**src/rtl/life_pkg.sv**
```systemverilog
// Shared types and constants for the life/respawn manager.
// Ports: none (package only).
package life_pkg;

   typedef enum logic [1:0] {
      ALIVE,
      DYING,
      WAIT,
      OVER
   } player_state_t;

   typedef enum logic [1:0] {
      G_ALIVE,
      G_SQUISH,
      G_GONE
   } gomba_state_t;

   // Per-frame y steps during the death hop (-2 up, +3 down)
   localparam logic [9:0] HOP_UP_DY   = 10'h3FE;
   localparam logic [9:0] HOP_DOWN_DY = 10'h003;

   localparam int EXTRA_LIFE_STOMPS = 8;

endpackage

```
**src/rtl/player_life_fsm.sv**
```systemverilog
// One player's death / respawn / lives sequencer with death-hop dy.
// Ports: clk, reset, tick (frame strobe), dead, extra_life in;
//        lives, visible, frozen, respawn (pulse), dy, over out.
module player_life_fsm
   import life_pkg::*;
#(
   parameter int LIVES_INIT     = 3,
   parameter int DEATH_FRAMES   = 60,
   parameter int HOP_UP_FRAMES  = 15,
   parameter int RESPAWN_FRAMES = 30
) (
   input  logic       clk,
   input  logic       reset,
   input  logic       tick,
   input  logic       dead,
   input  logic       extra_life,
   output logic [3:0] lives,
   output logic       visible,
   output logic       frozen,
   output logic       respawn,
   output logic [9:0] dy,
   output logic       over
);

   localparam logic [7:0] DEATH_LAST   = 8'(DEATH_FRAMES - 1);
   localparam logic [7:0] RESPAWN_LAST = 8'(RESPAWN_FRAMES - 1);
   localparam logic [7:0] HOP_UP       = 8'(HOP_UP_FRAMES);

   player_state_t state;
   logic [7:0]    cnt;
   logic          death;
   logic          gain;
   logic [3:0]    lives_nxt;

   // respawn is high exactly on the first ALIVE cycle, so it doubles
   // as the guard that masks a not-yet-cleared collision flag
   assign death = (state == ALIVE) && dead && !respawn;
   assign gain  = extra_life && (state != OVER);
   assign over  = (state == OVER);

   // A gain and a death on the same edge cancel out
   always_comb begin
      lives_nxt = lives;
      case ({gain, death})
         2'b10:   lives_nxt = (lives == 4'd9) ? lives : lives + 4'd1;
         2'b01:   lives_nxt = lives - 4'd1;
         default: lives_nxt = lives;
      endcase
   end

   always_ff @(posedge clk) begin
      if (reset) begin
         state   <= ALIVE;
         cnt     <= 8'd0;
         lives   <= 4'(LIVES_INIT);
         visible <= 1'b1;
         frozen  <= 1'b0;
         respawn <= 1'b0;
         dy      <= 10'd0;
      end else begin
         lives   <= lives_nxt;
         respawn <= 1'b0;
         unique case (state)
            ALIVE: begin
               if (death) begin
                  state  <= DYING;
                  cnt    <= 8'd0;
                  frozen <= 1'b1;
                  dy     <= (HOP_UP != 8'd0) ? HOP_UP_DY : HOP_DOWN_DY;
               end
            end
            DYING: begin
               // dy always holds the step for the next tick
               if (tick) begin
                  if (cnt == DEATH_LAST) begin
                     cnt     <= 8'd0;
                     dy      <= 10'd0;
                     visible <= 1'b0;
                     state   <= (lives_nxt == 4'd0) ? OVER : WAIT;
                  end else begin
                     cnt <= cnt + 8'd1;
                     dy  <= (cnt + 8'd1 < HOP_UP) ? HOP_UP_DY : HOP_DOWN_DY;
                  end
               end
            end
            WAIT: begin
               if (tick) begin
                  if (cnt == RESPAWN_LAST) begin
                     state   <= ALIVE;
                     cnt     <= 8'd0;
                     visible <= 1'b1;
                     frozen  <= 1'b0;
                     respawn <= 1'b1;
                  end else begin
                     cnt <= cnt + 8'd1;
                  end
               end
            end
            OVER: begin
               cnt <= 8'd0;
            end
            default: begin
               state <= ALIVE;
            end
         endcase
      end
   end

endmodule

```
**src/rtl/life_manager.sv**
```systemverilog
// Death, respawn, lives and score manager for mario, luigi and gomba.
// Ports: Clk, Reset (sync, active-high), frame_Clk (async strobe),
//        mario/luigi/gomba_dead in; per-player lives/visible/frozen/
//        respawn/death_dy, gomba visible/squished/respawn, score,
//        collision_clear, game_over out.
// Option: define LIFE_EXTRA_LIFE_EN for a life every 8 stomps.
module life_manager
   import life_pkg::*;
#(
   parameter int LIVES_INIT           = 3,
   parameter int DEATH_FRAMES         = 60,
   parameter int HOP_UP_FRAMES        = 15,
   parameter int RESPAWN_FRAMES       = 30,
   parameter int SQUISH_FRAMES        = 20,
   parameter int GOMBA_RESPAWN_FRAMES = 120
) (
   input  logic       Clk,
   input  logic       Reset,
   input  logic       frame_Clk,
   input  logic       mario_dead,
   input  logic       luigi_dead,
   input  logic       gomba_dead,
   output logic [3:0] mario_lives,
   output logic [3:0] luigi_lives,
   output logic       mario_visible,
   output logic       luigi_visible,
   output logic       mario_frozen,
   output logic       luigi_frozen,
   output logic       mario_respawn,
   output logic       luigi_respawn,
   output logic [9:0] mario_death_dy,
   output logic [9:0] luigi_death_dy,
   output logic       gomba_visible,
   output logic       gomba_squished,
   output logic       gomba_respawn,
   output logic [7:0] score,
   output logic       collision_clear,
   output logic       game_over
);

   localparam logic [7:0] SQUISH_LAST = 8'(SQUISH_FRAMES - 1);
   localparam logic [7:0] GONE_LAST   = 8'(GOMBA_RESPAWN_FRAMES - 1);

   logic [2:0]   fsync;
   logic         frame_tick;
   gomba_state_t g_state;
   logic [7:0]   g_cnt;
   logic [7:0]   score_inc;
   logic         stomp;
   logic         extra_life;
   logic         mario_over;
   logic         luigi_over;

   // Two-flop synchronizer, edge detect, registered 1-Clk tick
   always_ff @(posedge Clk) begin
      if (Reset) begin
         fsync      <= 3'd0;
         frame_tick <= 1'b0;
      end else begin
         fsync      <= {fsync[1:0], frame_Clk};
         frame_tick <= fsync[1] & ~fsync[2];
      end
   end

   assign score_inc = score + 8'd1;
   // gomba_respawn marks the first G_ALIVE cycle: entry guard
   assign stomp = (g_state == G_ALIVE) && gomba_dead && !gomba_respawn;

`ifdef LIFE_EXTRA_LIFE_EN
   assign extra_life = stomp && (score != 8'hFF) &&
      ((score_inc % 8'(EXTRA_LIFE_STOMPS)) == 8'd0);
`else
   assign extra_life = 1'b0;
`endif

   player_life_fsm #(
      .LIVES_INIT    (LIVES_INIT),
      .DEATH_FRAMES  (DEATH_FRAMES),
      .HOP_UP_FRAMES (HOP_UP_FRAMES),
      .RESPAWN_FRAMES(RESPAWN_FRAMES)
   ) u_mario (
      .clk       (Clk),
      .reset     (Reset),
      .tick      (frame_tick),
      .dead      (mario_dead),
      .extra_life(extra_life),
      .lives     (mario_lives),
      .visible   (mario_visible),
      .frozen    (mario_frozen),
      .respawn   (mario_respawn),
      .dy        (mario_death_dy),
      .over      (mario_over)
   );

   player_life_fsm #(
      .LIVES_INIT    (LIVES_INIT),
      .DEATH_FRAMES  (DEATH_FRAMES),
      .HOP_UP_FRAMES (HOP_UP_FRAMES),
      .RESPAWN_FRAMES(RESPAWN_FRAMES)
   ) u_luigi (
      .clk       (Clk),
      .reset     (Reset),
      .tick      (frame_tick),
      .dead      (luigi_dead),
      .extra_life(extra_life),
      .lives     (luigi_lives),
      .visible   (luigi_visible),
      .frozen    (luigi_frozen),
      .respawn   (luigi_respawn),
      .dy        (luigi_death_dy),
      .over      (luigi_over)
   );

   always_ff @(posedge Clk) begin
      if (Reset) begin
         g_state        <= G_ALIVE;
         g_cnt          <= 8'd0;
         gomba_visible  <= 1'b1;
         gomba_squished <= 1'b0;
         gomba_respawn  <= 1'b0;
         score          <= 8'd0;
      end else begin
         gomba_respawn <= 1'b0;
         unique case (g_state)
            G_ALIVE: begin
               if (stomp) begin
                  g_state        <= G_SQUISH;
                  g_cnt          <= 8'd0;
                  gomba_squished <= 1'b1;
                  if (score != 8'hFF)
                     score <= score_inc;
               end
            end
            G_SQUISH: begin
               if (frame_tick) begin
                  if (g_cnt == SQUISH_LAST) begin
                     g_state        <= G_GONE;
                     g_cnt          <= 8'd0;
                     gomba_squished <= 1'b0;
                     gomba_visible  <= 1'b0;
                  end else begin
                     g_cnt <= g_cnt + 8'd1;
                  end
               end
            end
            G_GONE: begin
               if (frame_tick) begin
                  if (g_cnt == GONE_LAST) begin
                     g_state       <= G_ALIVE;
                     g_cnt         <= 8'd0;
                     gomba_visible <= 1'b1;
                     gomba_respawn <= 1'b1;
                  end else begin
                     g_cnt <= g_cnt + 8'd1;
                  end
               end
            end
            default: begin
               g_state <= G_ALIVE;
            end
         endcase
      end
   end

   always_ff @(posedge Clk) begin
      if (Reset)
         game_over <= 1'b0;
      else
         game_over <= mario_over & luigi_over;
   end

   assign collision_clear = mario_respawn | luigi_respawn | gomba_respawn;

endmodule

```
**config.mk**
```make
export PLATFORM = sky130hd
export DESIGN_NAME = life_manager
export DESIGN_NICKNAME = d
export VERILOG_FILES = /design/src/rtl/life_pkg.sv /design/src/rtl/player_life_fsm.sv /design/src/rtl/life_manager.sv
export SDC_FILE = /design/constraint.sdc
export NUM_CORES = 1
export LEC_CHECK = 0
export BUFFER_PORTS_ARGS = -buffer_cell sky130_fd_sc_hd__buf_2
export CAP_MARGIN = 20
export CORE_MARGIN = 10
export CORE_UTILIZATION = 60
export CTS_CLUSTER_DIAMETER = 120
export DETAILED_ROUTE_END_ITERATION = 10
export PLACE_DENSITY_LB_ADDON = 0.05
export RECOVER_POWER = 50
export SYNTH_ARGS = -nofsm -noshare
export SYNTH_HDL_FRONTEND = slang
export SYNTH_SLANG_ARGS = --single-unit
```
**constraint.sdc**
```tcl
create_clock -name Clk -period 3 [get_ports Clk]
set_clock_uncertainty 0.15 [all_clocks]
set_input_delay 0 -clock Clk [delete_from_list [all_inputs] [get_ports Clk]]
set_output_delay 0 -clock Clk [all_outputs]
set_load 0.02 [all_outputs]
```
---- Word level (Yosys, flattened, before mapping) ----
Index checks and enable logic that the tools add are counted.
storage, ports and cells
  output and inout port bits .............. 47
  input bits .............................. 6
  bits in registers ....................... 80
  memories ................................ 0
  logic and storage cells ................. 191
  memory bits (read-only) ................. 0
  memory bits (writable) .................. 0
  latch bits .............................. 0
operators by class
  divide/modulo/power cells ............... 0
  reductions and logical operators ........ 43
  order comparisons ....................... 2
  add/sub/neg operators ................... 6
  shift operators ......................... 0
  bitwise operators ....................... 9
  muxes and demuxes ....................... 78
  equality and inequality tests ........... 30
  multiply operators ...................... 0
operators with widths
  cell                                                                      count
  8-bit 2-to-1 mux                                                          15
  10-bit 2-to-1 mux                                                         8
  8-bit one-hot mux with 4 select lines                                     2
  10-bit one-hot mux with 2 select lines                                    2
  8-bit by 1-bit adder with 8-bit output (second input constant)            4
  2-bit 2-to-1 mux                                                          15
  8-bit by 5-bit == test with 1-bit output (second input constant)          3
  1-bit 2-to-1 mux                                                          24
  8-bit one-hot mux with 3 select lines                                     1
  5-bit AND reduction                                                       4
  2-bit inequality test (second input constant)                             9
  2-bit one-hot mux with 3 select lines                                     3
  8-bit by 6-bit == test with 1-bit output (second input constant)          2
  8-bit by 4-bit < comparator with 1-bit output (second input constant)     2
  4-bit AND reduction                                                       4
  2-bit nonzero test                                                        8
  3-bit AND reduction                                                       5
  2-bit by 1-bit inequality test with 1-bit output (second input constant)  6
  1-bit one-hot mux with 2 select lines                                     6
  6-bit AND reduction                                                       2
  2-bit == test (second input constant)                                     5
  3-bit nonzero test                                                        3
  3-bit OR reduction                                                        3
  8-bit by 7-bit == test with 1-bit output (second input constant)          1
  other kinds (11)                                                          31

---- Logic depth before layout (Yosys ltp) ----
Gate-level depths: netlist of run 1.
  depth after elaboration ................. 9
  mapped depth ............................ 9
  depth with buffers taken out ............ 7

---- Hierarchy ----
From an unflattened synthesis of run 1, not the netlist that was laid out.
second synthesis, totals
  cell total of the unflattened synthesis .. 493
  area total of the unflattened synthesis .. 4,216.5 um^2
by module, submodules not included
  module                      seq. area each (um^2)  cells each  area an instance (um^2)  instances
  player_life_fsm at u_luigi  400.4                  177         1,487.7                  1
  player_life_fsm at u_mario  400.4                  168         1,436.4                  1
  life_manager                520.5                  148         1,292.5                  1

---- Least setup slack after synthesis of run 1 ----
Ideal clock, no wire load.
  path kind ............................... flip-flop to flip-flop
  start point ............................. register u_mario.state[0]
  end point ............................... register u_mario.cnt[7]
  library setup time ...................... 0.087 ns
  stages on the path, launching flop included .. 8
  buffers on the path ..................... 0
  data required time ...................... 2.763 ns
  data arrival time ....................... 1.792 ns
  clock period less this slack ............ 2.029 ns
  setup slack ............................. 0.971 ns
  path through ............................ dfxtp_1 inv_1 ha_1 o21bai_4 o21ai_2 a2111oi_4 nand4_1 o31ai_1
on the way
  word-level cells in the longest chain between the ends .. 5
  elaborated cells between the ends (all ways) .. 11
  classes of those cells .................. eq/ne (6); mux (1); reduce/logical (4)
RTL lines
  item                                                        line                                          text
  start: declaration                                          player_life_fsm.sv:29                         player_state_t state;
  start signal: assignment                                    player_life_fsm.sv:79                         state <= (lives_nxt == 4'd0) ? OVER : WAIT;
  2-bit zero test                                             player_life_fsm.sv:37, player_life_fsm.sv:63
  1-bit logical AND (2 in a row)                              player_life_fsm.sv:37                         assign death = (state == ALIVE) && dead && !respawn;
  2-bit by 1-bit inequality test with 1-bit output (no line)  -
  3-bit AND reduction (no line)                               -
  end signal: assignment                                      player_life_fsm.sv:81                         cnt <= cnt + 8'd1;
  end signal: assignment                                      player_life_fsm.sv:95                         cnt <= cnt + 8'd1;
  end: declaration                                            player_life_fsm.sv:30                         logic [7:0] cnt;
Parallel ways exist; a longest one is shown, timed or not.
A chain may end at the register's enable or synchronous reset.

---- Worst setup path in the final report of run 1 ----
  start point ............................. register u_mario.state[1]
  end point ............................... register u_mario.cnt[7]
Same word-level chain as after synthesis.

==> metrics.txt, run 1 <==
Worst Hold Class primary input to flip-flop; Non-Filler Instances 586; Rows 29; drt wl/cell 14.6 um; Post-Synth Adder-Cell Area 7.51%; fin crit share 78.7%; Async SR Flop Fraction 0%; Via density 5.80; Tot GR Track Use 16.5%; Fillers 579; outcome finished with violations; Static Leak 1.67 nW; Critical Path AT 2.48 ns; # port buffers 52; layout cells sized above 1 8.64%; Horiz. Die Dim 101 um; Crit Path Max Fanout 9; H-tree Lvls 3; max frequency 423 MHz; Max IR drop VDD 0.625 mV; Synth Cell Area 0.00397 sq mm; max-cap check violation count 0; initial drt markers 105; final antenna-violating net count 0; final antenna diode count 0; clk_lat worst skew 0.35 ns; CTS tree built; Die Y 101 um; Hold Slack -0.0000558 ns; Root Driver clkbuf_8; yosys warns 0; clock slew at reported path FFs 0.08 ns; gr ovfl total 0; Num CTS Buffers 9; Setup crit start u_mario.state[1]$_SDFFE_PP0P_; core area 0.00639 sq mm; Min-Delay Startpoint gomba_dead; placed cell count 567; clk buf depth 2; Final nets 533; CP startpoint kind flip-flop; synth top area cells dfxtp_1, ha_1, a21oi_1; Post-CTS Setup Bufs 0; RSZ-0062 raised after global routing false; cell taking the most area after synthesis dfxtp_1; largest family of logic cells by synthesized area compound AO/OA/AOI/OAI gates; post-route DRC violation count 0; post-route cell area 0.00434 sq mm; violated checks negative hold slack; register area share after synthesis 33.3%; hpwl dp 6190 um; post-synth top area share 33.3%; RR Startpoint u_mario.state[1]$_SDFFE_PP0P_; initial antenna violation count 0; final worst-path setup slack 0.638 ns; Worst Tran Pin Value 0.580 ns; critical path type flip-flop to flip-flop; Via Count 3,401; Period minus WS final 2.36 ns; Main synth FF type dfxtp_1; Storage cell area 0.00132 sq mm; Final Hold Fails 1; Routability Congestion 0.839; CTS sink cnt 66; Worst setup EP type flip-flop; syn avg cell area 8.46 sq um; multi-input logic area 0.00232 sq mm; synthesis-to-finish area growth 9.34%; Setup Viol. Count Final 0; I/O Pins 53; mux cell area share after synthesis 2.52%; area share of xor/xnor cells in the synthesized design 3.31%; PD cells 805 mW/mm^2; Syn Nets 498; count of different cell masters after synthesis 72; Placement Setup Slack 0.672 ns; Slew Viols, Final 0; die area 0.0103 sq mm; initial core utilization 62.1%; CTS-repair resized insts 0; required arrival time at the worst endpoint 3.12 ns; first-pass GRT wire length 14,200 um; Post-DP Area 0.00414 sq mm; final setup TNS 0 ns; vias in the first global route 3,163; largest net degree at the start of global routing 42; wirelength, routed 8580 um; Rel. slew slack 61.3%; Mapped Cells 469; Synth Area in Compound Gates 22.8%; Post-Synth Simple-Gate Area 22.2%; EDFF count, synth 0; Yosys reg bits 66; drt pass-1 iters 5
## what timing repair did
item / CTS / global route
setup endpoints to repair: 0 / 0
hold buffers: 3 / 0
endpoints found under the hold margin: 4 / 0
## cells in the final DEF, fill, tap and decap left out, drive strengths merged, types with 4 or more instances in the layout
master	synthesis	final
dfxtp	66	66
clkbuf	12	57
nand2	42	42
nor2	42	42
inv	32	32
a21oi	32	32
nand3	26	26
o21ai	25	25
ha	23	23
and3	12	12
xor2	10	10
mux2i	10	10
a211oi	8	8
buf	22	8
nand4	7	7
nand3b	6	6
a31oi	6	6
o31ai	6	6
nand2b	5	5
nor2b	5	5
xnor2	5	5
o211ai	5	5
o2111ai	5	5
or3	4	4
nor4	4	4
nor3	4	4
a22oi	4	4
## report_power, final
| part | switching (mW) | internal, mW | leakage (nW) |
|---|---|---|---|
| logic | 0.993 | 0.529 | 1.02 |
| registers | 0.123 | 0.996 | 0.537 |
| clock network | 0.359 | 0.492 | 0.112 |
| total | 1.47 | 2.02 | 1.67 |
## path summary, 6_finish.rpt
check                           endpoint  slack (ns)  depth (start not counted)
max          u_mario.cnt[7]$_SDFFE_PP0P_        0.64                          7
max reg2reg  u_mario.cnt[7]$_SDFFE_PP0P_        0.64                          7
min reg2reg        frame_tick$_SDFF_PP0_        0.24                          1
min          gomba_squished$_SDFFE_PP0P_    -0.00006                          5
## worst max-delay path, stage by stage, from the launching register on
cell and delay (ns):
dfxtp_1 0.39, inv_1 0.09, ha_1 0.35, o21bai_4 0.20, o21ai_2 0.13, a2111oi_4 0.58, nand4_1 0.19, o31ai_1 0.21
## sequential cells by signal (all words and copies together), names as in the netlist, 2 cells and up
signal         flops
u_mario.cnt        8
u_mario.lives      4
u_luigi.cnt        8
score              8
u_mario.dy         3
u_luigi.state      2
fsync              3
g_cnt              8
g_state            2
u_luigi.dy         3
u_luigi.lives      4
u_mario.state      2
## per-layer routing
metal / GRT usage, % / vias up / part of all wire, %
met5: 0 / - / 0
met4: 5.57 / 0 / 1.4
li1: - / 1724 / -
met3: 4.97 / 12 / 6.7
met1: 19.5 / 1570 / 45
met2: 27.7 / 95 / 47
## synthesized netlist by cell type, drive strengths merged (3+ instances only)
master / number
ha: 23
o21ai: 25
o31ai: 6
and2: 3
nand4: 7
nor2: 42
or3: 4
clkbuf: 12
mux2i: 10
a21oi: 32
and3: 12
a31oi: 6
a22oi: 4
dfxtp: 66
nand3: 26
buf: 22
nand3b: 6
xnor2: 5
xor2: 10
o21bai: 3
inv: 32
o211ai: 5
nor3: 4
o2111ai: 5
nor2b: 5
nor4: 4
nand2b: 5
nand2: 42
a211oi: 8
## final cells by class
type                            instances  share of cell area, %
Clock buffer                           10                   3.17
Clock inverter                          6                   2.08
Inverter                               32                   2.77
Multi-Input combinational cell        337                   53.4
Sequential cell                        66                   30.5
Tap cell                               77                   2.22
Timing Repair Buffer                   58                   5.86
## cell families (layout without fill, tap and decap cells)
kind of cell / count (synthesis) / count (layout)
AO/OA/AOI/OAI: 116 / 116
XOR/XNOR: 15 / 15
adder cells (fa/ha/maj): 24 / 24
buffers and inverters: 66 / 106
flip-flops: 66 / 66
multiplexers: 10 / 10
AND/OR/NAND/NOR: 172 / 172
## per-stage QoR
step	hold WS [ns]	total power, mW	utilization [%]
after floorplan	-0.0709	2.42	-
after global placement	0.0608	2.65	64.8
after detailed placement	0.0910	2.68	64.8
after CTS	0.00200	3.55	68.8
after global routing	0.0162	3.73	67.9
final	-0.0000558	3.49	67.9
No activity file was read; power rests on OpenSTA's default activity.
==> run 2, diff against run 1 <==
--- a/config.mk
+++ b/config.mk
@@ -8,7 +8,7 @@
 export BUFFER_PORTS_ARGS = -buffer_cell sky130_fd_sc_hd__buf_2
 export CAP_MARGIN = 20
 export CORE_MARGIN = 10
-export CORE_UTILIZATION = 60
+export CORE_UTILIZATION = 52
 export CTS_CLUSTER_DIAMETER = 120
 export DETAILED_ROUTE_END_ITERATION = 10
 export PLACE_DENSITY_LB_ADDON = 0.05
==> constraint.sdc (replaced) <==
create_clock -name Clk -period 2.15 [get_ports Clk]
set_clock_uncertainty 0.15 [all_clocks]
set_input_delay 0 -clock Clk [delete_from_list [all_inputs] [get_ports Clk]]
set_output_delay 0 -clock Clk [all_outputs]
set_load 0.02 [all_outputs]
==> metrics.txt, run 2 (same netlist as run 1, synthesis figures left out) <==
outcome completed; Worst R2R End u_mario.visible$_SDFFE_PP1P_; initial core utilization 54.1%; Die Y 107 um; H-tree Lvls 3; Worst Hold Class primary input to flip-flop; core area 0.00733 sq mm; die area 0.0115 sq mm; Tot GR Track Use 15.7%; Max stage delay cell, worst path o41ai_4; Non-Filler Instances 640; Horiz. Die Dim 107 um; # port buffers 52; clock slew at reported path FFs 0.08 ns; Final Hold Fails 0; clk_lat worst skew 0.34 ns; post-route DRC violation count 0; wirelength, routed 9110 um; Rows 31; CP startpoint kind flip-flop; max-cap check violation count 0; final setup TNS 0 ns; Via Count 3,519; crit-path cells ha_4, nand4_4, o41ai_4, buf_4, buf_4, nand4_1, mux2i_1, nand2_1; Crit Path Max Fanout 5; synthesis-to-finish area growth 17.4%; PD cells 1100 mW/mm^2; R2R Setup Slk 0.05 ns; final antenna diode count 0; most frequent cells in the layout dfxtp_1, clkbuf_1, nand2_1, nor2_1, buf_4; drt wl/cell 14.2 um; gr ovfl total 0; Root Driver clkbuf_8; drt pass-1 iters 4; final antenna-violating net count 0; Critical Path AT 2.18 ns; max frequency 475 MHz; critical path's most frequent cell buf_4; placed cell count 618; Hold Path End u_mario.lives[1]$_SDFF_PP1_; Setup crit start u_mario.cnt[0]$_SDFFE_PP0P_; Worst Tran Pin Value 0.483 ns; fin crit share 97.8%; Worst setup EP type flip-flop; clk buf depth 2; Max IR drop VDD 0.622 mV; CP peak stage delay 0.52 ns; Routability Congestion 0.923; Fillers 655; Setup Viol. Count Final 0; Rel. slew slack 67.5%; RR Startpoint u_mario.cnt[0]$_SDFFE_PP0P_; most common cell after layout, fill and taps aside dfxtp_1; Min-Delay Startpoint mario_dead; hpwl dp 6700 um; Via density 5.50; I/O Pins 53; final worst-path setup slack 0.0465 ns; required arrival time at the worst endpoint 2.23 ns; cells on worst reg2reg path 8; largest net degree at the start of global routing 42; initial drt markers 167; CTS sink cnt 66; vias in the first global route 3,330; Final nets 565; Num CTS Buffers 9; Period minus WS final 2.10 ns; CTS tree built; layout cells sized above 1 15.7%; Static Leak 1.83 nW; initial antenna violation count 0; hold-critical path depth 4; first-pass GRT wire length 15,400 um; Slew Viols, Final 0; critical path type flip-flop to flip-flop; Placement Setup Slack 0.0405 ns
run 2: cell count changes in the layout (fill, tap and decap cells not counted), sizes merged:
cell / change
clkbuf: +2
clkinvlp: -1
buf: +30
clkinv: +1
run 2: layout make-up:
| type | count | area, sq um | share of cell area (%) |
|---|---|---|---|
| clock buffers | 10 | 128 | 2.74 |
| clock inverters | 6 | 91.3 | 1.96 |
| inverters | 32 | 120 | 2.58 |
| multi-input cells | 337 | 2370 | 51.0 |
| flip-flops and latches | 66 | 1330 | 28.6 |
| well taps | 99 | 124 | 2.66 |
| repair buffers | 90 | 489 | 10.5 |
run 2: report_power, final:
group | internal, mW | leakage, nW | switching, mW
Sequential | 1.39 | 0.540 | 0.173
Combinational | 0.941 | 1.18 | 1.47
Clock | 0.657 | 0.110 | 0.503
Total | 2.99 | 1.83 | 2.15
run 2: through the flow:
stage | utilization, % | total power [mW] | instance area, sq um | hold slack, ns
floorplan | - | 3.37 | 3970 | -0.0709
global placement | 59.8 | 3.90 | 4380 | 0.0603
detailed placement | 59.8 | 3.94 | 4380 | 0.0661
CTS | 63.2 | 5.12 | 4630 | 0.0117
global route | 63.5 | 5.50 | 4660 | 0.0463
finish | 63.5 | 5.14 | 4660 | 0.0183
run 2: critical path, delay by kind of cell (launching register included):
family / cells / cell delay, ns
compound gates: 1 / 0.52
fa+ha+maj: 1 / 0.17
buf+inv: 2 / 0.30
flops: 1 / 0.39
mux: 1 / 0.18
simple gates: 3 / 0.29
run 2: timing repair:
item / CTS / global route
resized for setup: 0 / 18
setup buffers: 0 / 3
hold buffers: 3 / 0
hold endpoints to repair: 4 / 0
setup endpoints to repair: 0 / 9
run 2: worst max path at each step:
stage	end	cells past startpoint	slack, ns
after detailed placement	u_mario.state[0]$_SDFFE_PP0P_	7	0.04
after global routing	u_mario.visible$_SDFFE_PP1P_	8	-0.02
after CTS	u_mario.state[0]$_SDFFE_PP0P_	7	0.04
after floorplan	u_mario.cnt[7]$_SDFFE_PP0P_	7	0.12
final	u_mario.visible$_SDFFE_PP1P_	8	0.05
after global placement	u_mario.state[0]$_SDFFE_PP0P_	6	0.12
run 2: routing by layer:
metal  track usage [%]  wire (um)  vias up
met5                 0          0        -
met4              5.34         97        0
met3              4.13        525       13
met2              26.4       4290       80
met1              19.1       4200     1627
li1                  -          -     1799
